==> config.mk <==
export PLATFORM = sky130hd
export DESIGN_NAME = sort_sequencer
export DESIGN_NICKNAME = d
export VERILOG_FILES = /design/src/rtl/sort_sequencer.sv
export SDC_FILE = /design/constraint.sdc
export NUM_CORES = 1
export LEC_CHECK = 0
export ABC_CLOCK_PERIOD_IN_PS = 2900
export CAP_MARGIN = 30
export CORE_MARGIN = 4
export CORE_UTILIZATION = 47
export CTS_CLUSTER_DIAMETER = 60
export DETAILED_ROUTE_END_ITERATION = 10
export PLACE_DENSITY = 0.9
export SLEW_MARGIN = 5
export SYNTH_ARGS = -nofsm -noshare
export SYNTH_HDL_FRONTEND = slang
export SYNTH_SLANG_ARGS = --single-unit
==> constraint.sdc <==
create_clock -name clk_i -period 2.9 [get_ports clk_i]
set_clock_uncertainty 0.05 [all_clocks]
set_input_delay 0.435 -clock clk_i [delete_from_list [all_inputs] [get_ports clk_i]]
set_output_delay 0.435 -clock clk_i [all_outputs]
set_load 0.02 [all_outputs]
==> src/rtl/sort_sequencer.sv <==
// Packet sorter sequencer: loads a sink packet into the shared RAM, hands it to
// the sort engine, then streams the sorted words out through a 2-entry FIFO.
module sort_sequencer #(
    parameter int DWIDTH  = 10,
    parameter int ADDR_SZ = 10
) (
    input  logic                clk_i,
    input  logic                rst_i,
    input  logic [DWIDTH-1:0]   snk_data_i,
    input  logic                snk_startofpacket_i,
    input  logic                snk_endofpacket_i,
    input  logic                snk_valid_i,
    output logic                snk_ready_o,
    output logic [DWIDTH-1:0]   src_data_o,
    output logic                src_startofpacket_o,
    output logic                src_endofpacket_o,
    output logic                src_valid_o,
    input  logic                src_ready_i,
    output logic                sort_start_o,
    output logic [ADDR_SZ:0]    sort_len_o,
    input  logic                sort_done_i,
    input  logic [ADDR_SZ-1:0]  srt_address_a_i,
    input  logic [ADDR_SZ-1:0]  srt_address_b_i,
    input  logic [DWIDTH-1:0]   srt_data_a_i,
    input  logic [DWIDTH-1:0]   srt_data_b_i,
    input  logic                srt_wren_a_i,
    input  logic                srt_wren_b_i,
    output logic [ADDR_SZ-1:0]  ram_address_a_o,
    output logic [ADDR_SZ-1:0]  ram_address_b_o,
    output logic [DWIDTH-1:0]   ram_data_a_o,
    output logic [DWIDTH-1:0]   ram_data_b_o,
    output logic                ram_wren_a_o,
    output logic                ram_wren_b_o,
    input  logic [DWIDTH-1:0]   ram_q_a_i,
    output logic                busy_o
);

    localparam int CW = ADDR_SZ + 1;
    localparam logic [CW-1:0] MAX_LEN = {1'b1, {ADDR_SZ{1'b0}}};

    typedef enum logic [1:0] {S_IDLE, S_LOAD, S_SORT, S_UNLOAD} state_t;

    state_t              state;
    state_t              state_nxt;
    logic [CW-1:0]       len;
    logic [CW-1:0]       len_nxt;
    logic [CW-1:0]       len_m1;
    logic                sort_act_p1;
    logic                sort_first;
    logic                snk_acc;
    logic                load_wr;
    logic [ADDR_SZ-1:0]  load_addr;

    logic [CW-1:0]       rd_cnt;
    logic [CW-1:0]       out_cnt;
    logic                vld_p1;
    logic                rd_issue;
    logic [1:0]          occ_sum;
    logic [DWIDTH-1:0]   fifo_mem [2];
    logic                fifo_wr_ptr;
    logic                fifo_rd_ptr;
    logic [1:0]          fifo_occ;
    logic                fifo_pop;
    logic                last_pop;

    assign snk_acc    = snk_valid_i && snk_ready_o;
    assign len_m1     = len - CW'(1);
    assign sort_first = (state == S_SORT) && !sort_act_p1;

    // Load address/length decision for the current sink beat
    always_comb begin
        load_wr   = 1'b0;
        load_addr = '0;
        len_nxt   = len;
        if (snk_acc) begin
            if (snk_startofpacket_i) begin
                load_wr = 1'b1;
                len_nxt = CW'(1);
            end else if ((state == S_LOAD) && (len < MAX_LEN)) begin
                load_wr   = 1'b1;
                load_addr = len[ADDR_SZ-1:0];
                len_nxt   = len + CW'(1);
            end
        end
    end

    always_ff @(posedge clk_i or posedge rst_i) begin
        if (rst_i) begin
            state       <= S_IDLE;
            len         <= '0;
            sort_act_p1 <= 1'b0;
        end else begin
            state       <= state_nxt;
            len         <= len_nxt;
            sort_act_p1 <= (state == S_SORT);
        end
    end

    always_comb begin
        state_nxt = state;
        case (state)
            S_IDLE: begin
                if (snk_acc && snk_startofpacket_i)
                    state_nxt = snk_endofpacket_i ? S_UNLOAD : S_LOAD;
            end
            S_LOAD: begin
                if (snk_acc && snk_endofpacket_i)
                    state_nxt = (len_nxt >= CW'(2)) ? S_SORT : S_UNLOAD;
            end
            S_SORT: begin
                if (sort_done_i && !sort_first)
                    state_nxt = S_UNLOAD;
            end
            S_UNLOAD: begin
                if (last_pop)
                    state_nxt = S_IDLE;
            end
            default: state_nxt = S_IDLE;
        endcase
    end

    // RAM port ownership follows the phase: sink writes, sort engine, unload reads
    always_comb begin
        snk_ready_o     = 1'b0;
        busy_o          = (state != S_IDLE);
        sort_start_o    = sort_first;
        ram_address_a_o = '0;
        ram_address_b_o = '0;
        ram_data_a_o    = '0;
        ram_data_b_o    = '0;
        ram_wren_a_o    = 1'b0;
        ram_wren_b_o    = 1'b0;
        case (state)
            S_IDLE, S_LOAD: begin
                snk_ready_o     = 1'b1;
                ram_address_a_o = load_addr;
                ram_data_a_o    = load_wr ? snk_data_i : '0;
                ram_wren_a_o    = load_wr;
            end
            S_SORT: begin
                ram_address_a_o = srt_address_a_i;
                ram_address_b_o = srt_address_b_i;
                ram_data_a_o    = srt_data_a_i;
                ram_data_b_o    = srt_data_b_i;
                ram_wren_a_o    = srt_wren_a_i;
                ram_wren_b_o    = srt_wren_b_i;
            end
            S_UNLOAD: begin
                ram_address_a_o = rd_cnt[ADDR_SZ-1:0];
            end
            default: ;
        endcase
    end

    assign sort_len_o = len;

    // Unload: a read is only issued if its word is guaranteed a FIFO slot
    assign occ_sum  = fifo_occ + {1'b0, vld_p1};
    assign rd_issue = (state == S_UNLOAD) && (rd_cnt < len) && (occ_sum < 2'd2);
    assign fifo_pop = src_valid_o && src_ready_i;
    assign last_pop = fifo_pop && (out_cnt == len_m1);

    always_ff @(posedge clk_i or posedge rst_i) begin
        if (rst_i) begin
            rd_cnt      <= '0;
            out_cnt     <= '0;
            vld_p1      <= 1'b0;
            fifo_wr_ptr <= 1'b0;
            fifo_rd_ptr <= 1'b0;
            fifo_occ    <= '0;
        end else if (state != S_UNLOAD) begin
            rd_cnt      <= '0;
            out_cnt     <= '0;
            vld_p1      <= 1'b0;
            fifo_wr_ptr <= 1'b0;
            fifo_rd_ptr <= 1'b0;
            fifo_occ    <= '0;
        end else begin
            vld_p1 <= rd_issue;
            if (rd_issue)
                rd_cnt <= rd_cnt + CW'(1);
            if (vld_p1)
                fifo_wr_ptr <= ~fifo_wr_ptr;
            if (fifo_pop) begin
                fifo_rd_ptr <= ~fifo_rd_ptr;
                out_cnt     <= out_cnt + CW'(1);
            end
            fifo_occ <= fifo_occ + {1'b0, vld_p1} - {1'b0, fifo_pop};
        end
    end

    always_ff @(posedge clk_i) begin
        if (vld_p1)
            fifo_mem[fifo_wr_ptr] <= ram_q_a_i;
    end

    assign src_valid_o         = (fifo_occ != 2'd0);
    assign src_data_o          = src_valid_o ? fifo_mem[fifo_rd_ptr] : '0;
    assign src_startofpacket_o = src_valid_o && (out_cnt == '0);
    assign src_endofpacket_o   = src_valid_o && (out_cnt == len_m1);

endmodule
=== Yosys cells after proc, flatten, opt, wreduce, memory -nomap -nowiden ===
Memories as Yosys holds them, arrays and structs flattened.
Index checks and enable logic that the tools add are counted.
W data, S select, Z words.

* Register bits after elaboration: 41
* Memory bits (writable): 20
* Output and inout bits: 69
* Word-level logic and storage cells: 91
* Memories kept: 1

* Add/subtract/negate cells: 6
* Magnitude comparators: 4
* Eq/ne operators: 9
* Multiplexer cells: 37
* Bitwise logic cells: 2
* Reductions and logical operators: 23

{| class="wikitable"
|+ Memory list
! name !! words !! width !! read ports !! clocked after memory_dff !! wr ports !! RTL line !! source
|-
| fifo_mem || 2 || 10 || 1 || 0 || 1 || 59 || <nowiki>logic [DWIDTH-1:0] fifo_mem [2];</nowiki>
|}

{| class="wikitable"
|+ Operators with widths
! kind !! count
|-
| $mux W11 || 7
|-
| $mux W10 || 7
|-
| $add A11 B1 Y11 const B || 3
|-
| $pmux W10 S3 || 1
|-
| $pmux W10 S2 || 1
|-
| $mux W1 || 13
|-
| $logic_and A1 B1 Y1 || 12
|-
| $mux W2 || 6
|-
| $eq A11 B11 Y1 || 1
|-
| $ge A11 B2 Y1 const B || 1
|-
| $logic_not A11 Y1 || 1
|-
| $lt A11 B11 Y1 || 1
|-
| $lt A11 B11 Y1 const B || 1
|-
| $sub A11 B1 Y11 const B || 1
|-
| $reduce_bool A2 Y1 || 5
|-
| $pmux W2 S4 || 1
|-
| $ne A2 B2 Y1 const B || 3
|-
| $eq A2 B2 Y1 const B || 2
|-
| $ne A2 B1 Y1 const B || 2
|-
| $reduce_and A4 Y1 || 1
|-
| $add A2 B1 Y2 || 1
|-
| $eq A2 B1 Y1 const B || 1
|-
| $logic_not A1 Y1 || 2
|-
| $logic_not A2 Y1 || 1
|-
| 5 further kinds || 6
|}

=== Longest topological paths before layout ===
Gate-level depths: netlist of the first run.

* Depth after elaboration: 9
* Gate-level depth with buffers: 9
* Depth with buffers taken out: 9

=== Worst setup path before layout of the first run ===
No wires, ideal clock.

* Kind: flip-flop to flip-flop
* Start: reg len[0], in the netlist sort_len_o[0]
* End: reg state[0]
* Library setup time: 0.094 ns
* Arrival: 2.534 ns
* Setup slack: 0.222 ns
* Cell stages (with the launch flop): 10
* Buffers on the path: 0
* Clock period less this slack: 2.678 ns
* Cell sequence: dfrtp_1 > inv_1 > ha_1 > or4b_1 > o21ai_0 > o311a_1 > o32ai_1 > o41a_1 > nand2b_4 > a221oi_2

* Word-level cells in the longest chain between the ends: 9
* Elaborated cells on any way between the ends: 15
* Those cells by class: add/sub: 2; order compare: 2; eq/ne: 2; mux: 6; reduce/logical: 3

{| class="wikitable"
|+ RTL lines
! element !! RTL line !! source
|-
| start: declaration || 45 || <nowiki>logic [CW-1:0] len;</nowiki>
|-
| start signal: assignment || 94 || <nowiki>len <= len_nxt;</nowiki>
|-
| $lt A11 B11 Y1 || 79 || <nowiki>end else if ((state == S_LOAD) && (len < MAX_LEN)) begin</nowiki>
|-
| $logic_and A1 B1 Y1 || 79 ||
|-
| $mux W11 || 79 ||
|-
| $mux W11 || 76 || <nowiki>if (snk_startofpacket_i) begin</nowiki>
|-
| $mux W11 || 75 || <nowiki>if (snk_acc) begin</nowiki>
|-
| $ge A11 B2 Y1 || 108 || <nowiki>state_nxt = (len_nxt >= CW'(2)) ? S_SORT : S_UNLOAD;</nowiki>
|-
| $mux W1 || 108 ||
|-
| $mux W2 || 107 || <nowiki>if (snk_acc && snk_endofpacket_i)</nowiki>
|-
| $pmux W2 S4 || 101 || <nowiki>case (state)</nowiki>
|-
| end signal: assignment || 93 || <nowiki>state <= state_nxt;</nowiki>
|-
| end: declaration || 43 || <nowiki>state_t state;</nowiki>
|}

Parallel ways exist; a longest one is shown, timed or not. The select of a mux whose other input is x is not followed.
A chain may end at the register's enable or synchronous reset.

=== Worst setup path after layout of the first run ===
* Start: reg len[2], in the netlist sort_len_o[2]
* End: out src_endofpacket_o

* Word-level cells in the longest chain between the ends: 3

{| class="wikitable"
|+ RTL lines
! element !! RTL line !! source
|-
| $sub A11 B1 Y11 || 67 || <nowiki>assign len_m1 = len - CW'(1);</nowiki>
|-
| $eq A11 B11 Y1 || 200 || <nowiki>assign src_endofpacket_o = src_valid_o && (out_cnt == len_m1);</nowiki>
|-
| $logic_and A1 B1 Y1 || 200 ||
|-
| end: declaration || 16 || <nowiki>output logic src_endofpacket_o,</nowiki>
|}

Every way passes these cells.

==> run summary, run 1 <==
Status = completed
Area Growth Syn to Fin = 43.8%
Max Clk Rate = 355 MHz
Clock Tree Buf Depth = 2
Vias per cell = 5.75
Reg clk slew, reported paths = 0.08 ns
Vias in the first global route = 4,323
Seq cells post-synth = 61
Final nets = 700
Least-Margin Pin Slew = 0.932 ns
Critical path endpoint category = primary output
Antenna Nets Post-Route = 0
Seq pwr share = 25.8%
Sw frac = 41.2%
Initial Util = 48.1%
Fin. Hold Viols = 0
Count leader, synth = dfrtp_1
Reg2reg end = rd_cnt[1]
Wire length of the first global-routing pass = 21,200 um
Total track usage = 26.1%
Clk pwr share = 18.5%
Total CTS buffers = 9
Min Tclk post-route = 2.82 ns
Period utilization = 97.1%
Fin cells = 722
Drt wl/cell = 18.2 um
Cells after DPL = 705
H-tree depth = 3
Largest net degree at the start of global routing = 52
Site row count = 34
Cell leakage power = 2.58 nW
Final WL = 13,100 um
Clk sinks = 61
TritonRoute pass-1 iters = 5
Total power = 4.13 mW
Layout cells sized above 1 = 14.8%
Die Width = 102 um
Synth warn = 0
Vias = 4,155
Startpoint Class = flop
CTS tree = done
Ys async rst share = 67.2%
Synth top area share = 24.5%
Syn_area_per_cell = 9.32 sq um
RR Startpoint = sort_len_o[2]
RSZ-0062 raised after global routing = yes
HP Class = input pin to asynchronous set/reset pin
Post-Syn Nets = 541
Dpl cell area = 0.00586 sq mm
Post-synth EDFFs = 20
CP Data Arrival Time = 2.33 ns
Post-synth top flop = dfrtp_1
Critical path required time = 2.41 ns
Critical path class = flop to primary output
Internal = 2.43 mW
Port bufs = 137
Area of the mapped netlist = 0.00420 sq mm
Latest clock arrival within the worst-skew pair = 0.34 ns
Crit-path max FO = 8
PD cells = 684 mW/mm^2
Synth area leader = dfrtp_1
Die area = 0.0105 sq mm
Synth area leaders = dfrtp_1, edfxtp_1, ha_1
Final Slew Violations = 0
Setup TNS = 0 ns
Max-Cap Viols = 0
Setup violations, final = 0
Hpwl dp = 10,000 um
Clock root buffer = clkbuf_8
Die height = 102 um
# DRC = 0
Register area share after synthesis = 38.8%
I/O Pins = 138
Gr ovfl total = 0
# diodes = 0
Net switching power figure = 1.70 mW
GPL Wtd Cong = 0.905
Comb power frac = 55.7%
Fin area = 0.00603 sq mm
Worst VDD drop = 0.583 mV
Initial antenna violation count = 0
Iteration-0 DRC Markers = 213
R2R Setup Slk = 0.24 ns
Netlist cell types = 61
Commonest cells post-synth = dfrtp_1, nor2_1, and2_1, inv_1, xnor2_1
Core Area = 0.00872 sq mm
Reg2reg path depth = 10
Cells after synthesis = 450
Slew HR = 37.7%
Worst Hold Slack = 0.490 ns
## flip-flops by register name, summed over array words and instances (netlist names)
name         flops
fifo_mem        20
sort_act_p1      1
out_cnt         11
fifo_occ         2
vld_p1           1
fifo_rd_ptr      1
rd_cnt          11
sort_len_o      11
state            2
fifo_wr_ptr      1
## metrics by stage
stage / setup slack (ns) / utilization, %
floorplan: 0.222 / -
global placement: 0.0177 / 67.2
detailed placement: -0.0491 / 67.2
CTS: 0.00811 / 69.2
global route: -0.0548 / 69.2
finish: 0.0830 / 69.2
## layer usage
layer / GRT usage (%) / vias up / share of wire (%) / wire (um)
met2: 45.6 / 210 / 51 / 6720
met3: 8.26 / 39 / 8.8 / 1160
li1: - / 1927 / - / -
met4: 11.6 / 0 / 3.4 / 443
met1: 28.9 / 1979 / 37 / 4820
met5: 0 / - / 0 / 0
## worst max path at each step
stage                    endpoint          start
2_1_floorplan            state[0]  sort_len_o[0]
3_3_place_gp    src_endofpacket_o  sort_len_o[4]
3_5_place_dp    src_endofpacket_o  sort_len_o[1]
4_1_cts        ram_address_a_o[5]       state[0]
5_1_grt         src_endofpacket_o  sort_len_o[2]
6_report        src_endofpacket_o  sort_len_o[2]
## area by class of cell
class	count	area [sq um]
multi-input combinational	329	2340
clock inverter	7	73.8
fill	635	2690
inverter	32	120
sequential	61	1630
tap	108	135
clock buffer	9	124
timing repair buffer	176	1610
## cell usage in the layout, fill, tap and decap left out, types with 8 or more instances in the layout
cell,n
dfrtp_1,41
nor2_1,39
nand3_1,15
a22oi_1,13
xor2_1,9
nand4_1,8
clkbuf_2,11
a21oi_1,10
nand2_1,20
and2_1,36
buf_4,37
clkbuf_8,9
inv_1,28
clkdlybuf4s50_1,115
nor3_1,9
mux2i_1,16
edfxtp_1,20
o21ai_0,12
a222oi_1,9
xnor2_1,23
ha_1,21
nand2b_1,8
## logic make-up after synthesis
logic type | count (synthesis) | synth area share [%]
AOI/OAI and AO/OA | 81 | 14.5
xor gates and xnor gates | 32 | 6.68
adders and majority gates | 22 | 6.56
buffers and inverters | 60 | 6.17
DFF | 61 | 38.8
muxes | 17 | 4.09
and+or+nand+nor | 177 | 23.2
## timing repair
| action | 4_1_cts | 5_1_grt |
|---|---|---|
| resized for setup | 34 | 36 |
| setup buffers | 1 | 0 |
| setup endpoints to repair | 22 | 36 |
| hold buffers | 0 | 0 |
| pin swaps | 2 | 2 |
| cloned | 0 | 0 |
## worst max-delay path, stage by stage, from the launching register on
cell and delay (ns):
dfrtp_1 0.43, buf_4 0.20, nor3_1 0.26, xnor2_1 0.16, nand3_1 0.10, or4_4 0.43, nor3_1 0.19, buf_2 0.21
## power by group through the flow
stage	clock (mW)	sequential [mW]	combinational (mW)
floorplan	0	1.09	1.29
global placement	0	1.07	2.25
detailed placement	0	1.08	2.29
CTS	0.767	1.06	2.24
global route	0.808	1.08	2.48
finish	0.764	1.06	2.30
Note: power is estimated with default switching activity, not from simulation.
==> inputs of run 2 (changes only) <==
--- a/config.mk
+++ b/config.mk
@@ -12,6 +12,7 @@
 export CTS_CLUSTER_DIAMETER = 60
 export DETAILED_ROUTE_END_ITERATION = 10
 export PLACE_DENSITY = 0.9
+export SKIP_CTS_REPAIR_TIMING = 1
 export SLEW_MARGIN = 5
 export SYNTH_ARGS = -nofsm -noshare
 export SYNTH_HDL_FRONTEND = slang
==> run summary, run 2 (synthesis gave the netlist of run 1 again) <==
Status = completed
Critical path class = flop to primary output
Die height = 102 um (unchanged)
FF+latch area = 0.00163 sq mm (unchanged)
Slowest cell on crit path = or4b_1
Hpwl dp = 10,000 um (unchanged)
Initial antenna violation count = 0 (unchanged)
Critical path required time = 2.41 ns (about the same)
# diodes = 0 (unchanged)
Layout cells sized above 1 = 12.2% (-2.6 points)
Most used cell, CP = o21ai_0
Gr busiest metal = met2
Commonest non-fill, non-tap cells in the layout = clkdlybuf4s50_1, dfrtp_1, nor2_1
Cell Chain, Critical Path = inv_1 -> ha_1 -> or4b_1 -> o21ai_0 -> o311a_1 -> o21ai_0 -> nor3_1 -> clkbuf_2
# DRC = 0 (unchanged)
Critical Path Start = sort_len_o[1]
Port bufs = 137 (unchanged)
Period utilization = 99.6% (+2.4 points)
I/O Pins = 138 (unchanged)
Core Area = 0.00872 sq mm (unchanged)
H-tree depth = 3 (unchanged)
Clock Tree Buf Depth = 2 (unchanged)
Final core occ = 70.4% (+1.2 points)
Wire length of the first global-routing pass = 21,100 um (-0.39%)
M1 GR Usage = 28.6% (-0.26 points)
Min Tclk post-route = 2.89 ns (+0.0702 ns)
Cell leakage power = 2.86 nW (+11%)
Global routing met2 resource utilization = 44.9% (-0.74 points)
Dpl cell area = 0.00586 sq mm (unchanged)
Final WL = 13,300 um (+0.95%)
Reg clk slew, reported paths = 0.08 ns (about the same)
Final nets = 700 (unchanged)
Latest clock arrival within the worst-skew pair = 0.35 ns (about the same)
Vias in the first global route = 4,322 (-0.023%)
Setup violations, final = 0 (unchanged)
TritonRoute pass-1 iters = 5 (unchanged)
Least-Margin Pin Slew = 0.931 ns (-0.00155 ns)
Vias per cell = 5.80 (+0.87%)
Initial Util = 48.1% (unchanged)
PD cells = 680 mW/mm^2 (-0.67%)
Reg with most FFs = fifo_mem
CTS tree = done
# fillers = 612 (-3.6%)
Gr ovfl total = 0 (unchanged)
Total track usage = 26.0% (-0.11 points)
Met3 usage = 8.46% (+0.20 points)
Clock root buffer = clkbuf_8
RSZ-0062 raised after global routing = yes
Max reg flops = 20 (unchanged)
Area Growth Syn to Fin = 46.3%
Crit-path max cell delay = 0.50 ns (+0.07 ns)
Most common cell after layout, fill and taps aside = clkdlybuf4s50_1
Crit-path max FO = 4 (-4)
Worst Hold Slack = 0.488 ns (-0.00179 ns)
Iteration-0 DRC Markers = 214 (+0.47%)
Max-Cap Viols = 0 (unchanged)
RR Startpoint = state[0]
Fin. Hold Viols = 0 (unchanged)
CP Data Arrival Time = 2.40 ns (+0.07 ns)
Startpoint Class = flop
Multi-input gate area = 0.00233 sq mm (-0.64%)
Die Width = 102 um (unchanged)
Site row count = 34 (unchanged)
Largest net degree at the start of global routing = 52 (unchanged)
HP Class = input pin to asynchronous set/reset pin
Clk sinks = 61 (unchanged)
Final Slew Violations = 0 (unchanged)
Vias = 4,191 (+0.87%)
Total CTS buffers = 9 (unchanged)
Worst VDD drop = 0.589 mV (+1.0%)
Drt wl/cell = 18.4 um (+0.95%)
Fin area = 0.00614 sq mm (+1.7%)
Critical path endpoint category = primary output
Max Clk Rate = 346 MHz (-2.4%)
Slew HR = 37.8% (+0.10 points)
GPL Wtd Cong = 0.905 (unchanged)
Total power = 4.17 mW (+1.0%)
Die area = 0.0105 sq mm (unchanged)
Antenna Nets Post-Route = 0 (unchanged)
run 2: where the power goes:
group          internal, mW  switching, mW
combinational          1.08           1.26
sequential            0.997         0.0665
clock                 0.399          0.368
run 2: cell type report:
| cell class | instances | share of cell area [%] |
|---|---|---|
| clock inverter | 7 | 1.20 |
| multi-input combinational | 329 | 38.0 |
| clock buffer | 9 | 2.02 |
| tap | 108 | 2.20 |
| sequential | 61 | 26.5 |
| inverter | 32 | 1.96 |
| timing repair buffer | 176 | 28.1 |
run 2: through the flow:
step / std cells / setup slack [ns] / setup TNS (ns)
after floorplan: 450 / 0.222 / 0
after global placement: 705 / 0.0177 / 0
after detailed placement: 705 / -0.0491 / -0.0491
after CTS: 721 / -0.437 / -6.33
after global routing: 722 / -0.193 / -0.258
final: 722 / 0.0128 / 0
run 2: path summary, 6_finish.rpt:
| check | end | cells past startpoint | slack (ns) |
|---|---|---|---|
| min reg2reg | rd_cnt[10] | 2 | 0.51 |
| min | sort_len_o[9] | 3 | 0.49 |
| min in group clk_i | rd_cnt[10] | 2 | 0.51 |
| max | src_endofpacket_o | 8 | 0.01 |
| max reg2reg | rd_cnt[10] | 8 | 0.18 |
| max in group asynchronous | out_cnt[8] | 3 | 1.94 |
run 2: worst max-delay path: cells and delay by family, from the launching register on:
kind	cells	cell delay (ns)
adders and majority gates	1	0.19
AOI/OAI and AO/OA	3	0.45
DFF	1	0.42
and+or+nand+nor	2	0.70
buffers and inverters	2	0.30
run 2: metal layers:
metal  routed length (um)  share of wire [%]
met3                 1250                9.4
met1                 4810                 36
met5                    0                  0
met2                 6780                 51
met4                  431                3.2
